--- src/rtl/alu_share_arbiter.sv ---
// Round-robin arbiter sharing one EX-stage ALU between two requesters,
// with a one-entry registered response buffer per requester.
module alu_share_arbiter #(
  parameter int unsigned TAGW = 2,
  parameter int unsigned CNTW = 16
) (
  input  logic            clk,
  input  logic            reset,
  input  logic            req0_valid,
  output logic            req0_ready,
  input  logic [31:0]     req0_a,
  input  logic [31:0]     req0_b,
  input  logic [3:0]      req0_code,
  input  logic [TAGW-1:0] req0_tag,
  input  logic            req1_valid,
  output logic            req1_ready,
  input  logic [31:0]     req1_a,
  input  logic [31:0]     req1_b,
  input  logic [3:0]      req1_code,
  input  logic [TAGW-1:0] req1_tag,
  output logic [31:0]     alu_a,
  output logic [31:0]     alu_b,
  output logic [3:0]      alu_code,
  input  logic [31:0]     alu_result,
  output logic            rsp0_valid,
  input  logic            rsp0_ready,
  output logic [31:0]     rsp0_result,
  output logic [TAGW-1:0] rsp0_tag,
  output logic            rsp1_valid,
  input  logic            rsp1_ready,
  output logic [31:0]     rsp1_result,
  output logic [TAGW-1:0] rsp1_tag,
  output logic [CNTW-1:0] op_count
);

  localparam int unsigned DW = 32;
  localparam int unsigned CW = 4;

  logic            r_last_grant;
  logic            r_rsp0_valid;
  logic [DW-1:0]   r_rsp0_result;
  logic [TAGW-1:0] r_rsp0_tag;
  logic            r_rsp1_valid;
  logic [DW-1:0]   r_rsp1_result;
  logic [TAGW-1:0] r_rsp1_tag;
  logic [CNTW-1:0] r_op_count;

  logic w_elig0;
  logic w_elig1;
  logic w_gnt0;
  logic w_gnt1;

  // A port may issue only when its response slot is empty or draining this cycle.
  assign w_elig0 = !reset && req0_valid && (!r_rsp0_valid || rsp0_ready);
  assign w_elig1 = !reset && req1_valid && (!r_rsp1_valid || rsp1_ready);

  // On a tie the port that did not win last time is granted.
  assign w_gnt0 = w_elig0 && (!w_elig1 || r_last_grant);
  assign w_gnt1 = w_elig1 && (!w_elig0 || !r_last_grant);

  assign req0_ready = w_gnt0;
  assign req1_ready = w_gnt1;

  // Idle cycles present a deterministic add of zeros to the ALU.
  always_comb begin
    alu_a    = '0;
    alu_b    = '0;
    alu_code = CW'(0);
    if (w_gnt0) begin
      alu_a    = req0_a;
      alu_b    = req0_b;
      alu_code = req0_code;
    end else if (w_gnt1) begin
      alu_a    = req1_a;
      alu_b    = req1_b;
      alu_code = req1_code;
    end
  end

  // Port 0 response buffer: fill wins over drain so back-to-back ops stay valid.
  always_ff @(posedge clk) begin
    if (reset) begin
      r_rsp0_valid  <= 1'b0;
      r_rsp0_result <= '0;
      r_rsp0_tag    <= '0;
    end else if (w_gnt0) begin
      r_rsp0_valid  <= 1'b1;
      r_rsp0_result <= alu_result;
      r_rsp0_tag    <= req0_tag;
    end else if (rsp0_ready) begin
      r_rsp0_valid  <= 1'b0;
    end
  end

  always_ff @(posedge clk) begin
    if (reset) begin
      r_rsp1_valid  <= 1'b0;
      r_rsp1_result <= '0;
      r_rsp1_tag    <= '0;
    end else if (w_gnt1) begin
      r_rsp1_valid  <= 1'b1;
      r_rsp1_result <= alu_result;
      r_rsp1_tag    <= req1_tag;
    end else if (rsp1_ready) begin
      r_rsp1_valid  <= 1'b0;
    end
  end

  // Reset value of last_grant makes port 0 win the first tie.
  always_ff @(posedge clk) begin
    if (reset) begin
      r_last_grant <= 1'b1;
      r_op_count   <= '0;
    end else if (w_gnt0 || w_gnt1) begin
      r_last_grant <= w_gnt1;
      r_op_count   <= r_op_count + CNTW'(1);
    end
  end

  assign rsp0_valid  = r_rsp0_valid;
  assign rsp0_result = r_rsp0_result;
  assign rsp0_tag    = r_rsp0_tag;
  assign rsp1_valid  = r_rsp1_valid;
  assign rsp1_result = r_rsp1_result;
  assign rsp1_tag    = r_rsp1_tag;
  assign op_count    = r_op_count;

endmodule

--- config.mk ---
export PLATFORM = sky130hd
export DESIGN_NAME = alu_share_arbiter
export DESIGN_NICKNAME = d
export VERILOG_FILES = /design/src/rtl/alu_share_arbiter.sv
export SDC_FILE = /design/constraint.sdc
export NUM_CORES = 1
export LEC_CHECK = 0
export ABC_AREA = 1
export BUFFER_PORTS_ARGS = -buffer_cell sky130_fd_sc_hd__clkbuf_2
export CAP_MARGIN = 10
export CORE_AREA = 2 2 129 131
export CTS_CLUSTER_DIAMETER = 60
export CTS_CLUSTER_SIZE = 40
export DETAILED_ROUTE_END_ITERATION = 8
export DIE_AREA = 0 0 131 133
export GPL_ROUTABILITY_DRIVEN = 0
export PLACE_DENSITY = 0.58
export SYNTH_ARGS = -nofsm -noshare
export SYNTH_HDL_FRONTEND = slang
export SYNTH_SLANG_ARGS = --single-unit
--- constraint.sdc ---
create_clock -name clk -period 2.4 [get_ports clk]
set_clock_uncertainty 0.2 [all_clocks]
set_input_delay 0.48 -clock clk [delete_from_list [all_inputs] [get_ports clk]]
set_output_delay 0.48 -clock clk [all_outputs]
set_load 0.05 [all_outputs]
==> flow_metrics.tcl <==
set metrics [dict create \
    status "finished clean" \
    maxCapViolCount 0 \
    dr.first_iter.drc_count 177 \
    place_ws_ns -0.0478 \
    fin_area_um2 7720 \
    crit_path_end_kind "output port" \
    htreeDepth 3 \
    mostFrequentLayoutCells "clkbuf_2 (265), nand2_1 (193), nand2_2 (93), nor2_1 (91), dfxtp_1 (85)" \
    portBuffers 333 \
    layout_commonest_cell "clkbuf_2" \
    slew_violations 0 \
    cts.sinks 87 \
    die_w_um 131 \
    hp-class "input pin to flip-flop" \
    crit_chain "nand2_2, nand2_2, inv_2, nand2_4, nand2_4, clkinv_8, buf_12, buf_6, nand2_2, nand2_1, buf_6" \
    clk_latency_ns 0.33 \
    clock_path_buffers 2 \
    viasPerCell 4.50 \
    syn_area_um2 4180 \
    clkSlewWorstSetupHoldPaths_ns 0.07 \
    cts_buffers 9 \
    ant_nets 0 \
    root_buffer "clkbuf_16" \
    period_share 0.987 \
    ys_seq_elements 87 \
    drc 0 \
    syn2layout_area_growth_pct 84.8 \
    cp_common_cell "nand2_2" \
    detail_route.wl_per_cell_um 15.7 \
    max_slew.worst_pin.slew_ns 0.400 \
    p_leak_nw 3.93 \
    synth_cell_types 23 \
    yosysSeqAreaShare 0.417 \
    layout_setup_ws_ns 0.0319 \
    via_count 5550 \
    initial_core_util 0.258 \
    yosys_warnings 0 \
    core_area_um2 16200 \
    design_power_total_mw 4.56 \
    postPlaceCellArea_um2 6260 \
    cp.arrival_ns 1.69 \
    wirelength_um 19400 \
    antenna_found_initial 3 \
    io_pins 334 \
    slew_headroom 0.733 \
    finalHoldWorstSlack_ns 0.161 \
    layout.nets 1185 \
    globalRouteOverflowTotal 0 \
    grt_usage 0.191 \
    critPathKind "flip-flop to output port" \
    worstPathMaxFanout 7 \
    synth_nets 837 \
    grt_start_max_net_pins 41 \
    crit_path_max_incr_delay_ns 0.33 \
    dieArea_um2 17400 \
    power_per_cell_area_nw_per_um2 591 \
    finalHoldViolCount 0 \
    cts_tree "built" \
    fmax_ghz 0.422 \
    setup_viol 0 \
    dieHeight_um 133 \
    period_needed_ns 2.37 \
    peakVddDrop_uv 478 \
    grt_pass1_wl_um 25800 \
    num_rows 47 \
    worstPathRequired_ns 1.72 \
    syn_inst 658 \
    crit_slowest_cell "dfxtp_2" \
    dr.pass1.iters 4 \
    dp_hpwl_um 13600 \
    cts_hold_buf 0 \
    startpoint_type "flip-flop" \
    drive_gt1_frac 0.508 \
    syn_avg_cell_area_um2 6.35 \
    rsz0062_at_grt "yes" \
    grt_pass1_vias 4880 \
]
==> critical path, delay by kind of cell, from the launching register on <==
| kind | cells | cell delay (ns) |
|---|---|---|
| flip-flops | 1 | 0.33 |
| buffers and inverters | 5 | 0.58 |
| AND/OR/NAND/NOR | 6 | 0.43 |
==> stage by stage <==
stage	TNS [ns]	utilization	cells
after CTS	-0.592	0.415	1207
after floorplan	-0.0283	-	658
after detailed placement	-0.231	0.387	1190
final	0	0.477	1233
after global routing	-1.57	0.477	1233
after global placement	-0.225	0.387	1190
==> layer usage <==
layer,up-vias,GRT usage,part of all wire
li1,2748,-,-
met1,2527,0.216,0.39
met2,235,0.355,0.51
met3,38,0.0336,0.062
met4,2,0.0644,0.033
met5,-,0,0.00057
==> sequential cells by signal, indices dropped and copies added, names as in the netlist <==
signal	flops
rsp0_result	32
rsp1_result	32
op_count	16
rsp0_tag	2
rsp1_tag	2
r_last_grant	1
rsp0_valid	1
rsp1_valid	1
==> final cells by class <==
class / instances / area [um2]
repair buffers: 376 / 2830
clock buffers: 10 / 229
flip-flops and latches: 87 / 1740
well taps: 220 / 275
clock inverters: 6 / 61.3
inverters: 23 / 106
diodes: 2 / 5.00
multi-input cells: 509 / 2470
fillers: 1655 / 8450
==> synth_stat cells (all sizes together) <==
cell | n | share of area
dfxtp | 87 | 0.42
inv | 23 | 0.021
nor2 | 93 | 0.085
nand3 | 7 | 0.0084
nand2 | 308 | 0.28
ha | 1 | 0.0030
nor3 | 7 | 0.0084
a31oi | 1 | 0.0015
o21ai | 39 | 0.047
o21bai | 1 | 0.0018
clkbuf | 9 | 0.0084
nor3b | 1 | 0.0018
a21oi | 45 | 0.054
o21a | 1 | 0.0018
buf | 30 | 0.051
nand4 | 5 | 0.0075
==> report_power, final <==
part	internal [mW]	leakage [nW]	switching, mW
Clock	0.803	0.142	0.578
Sequential	1.52	0.712	0.0423
Combinational	0.571	3.07	1.05
==> worst paths after layout <==
path | end | start | depth (start not counted) | slack, ns
max | alu_b[10] | rsp1_valid | 11 | 0.03
max reg2reg | rsp0_result[11] | rsp1_valid | 13 | 0.54
min | rsp0_tag[1] | req0_tag[1] | 3 | 0.16
min reg2reg | rsp0_result[3] | rsp0_result[3] | 2 | 0.26
==> logic make-up after synthesis <==
kind of cell	synth area share
and+or+nand+nor	0.394
DFF	0.417
AOI/OAI and AO/OA	0.106
adders and majority gates	0.00299
buffers and inverters	0.0805
==> what timing repair did <==
| action | 4_1_cts | 5_1_grt |
|---|---|---|
| setup endpoints to repair | 62 | 69 |
| buffers inserted | 0 | 13 |
| pin swaps | 0 | 32 |
| resized for setup | 54 | 271 |
| gates cloned | 1 | 11 |
Power figures use the tool's default switching activity.
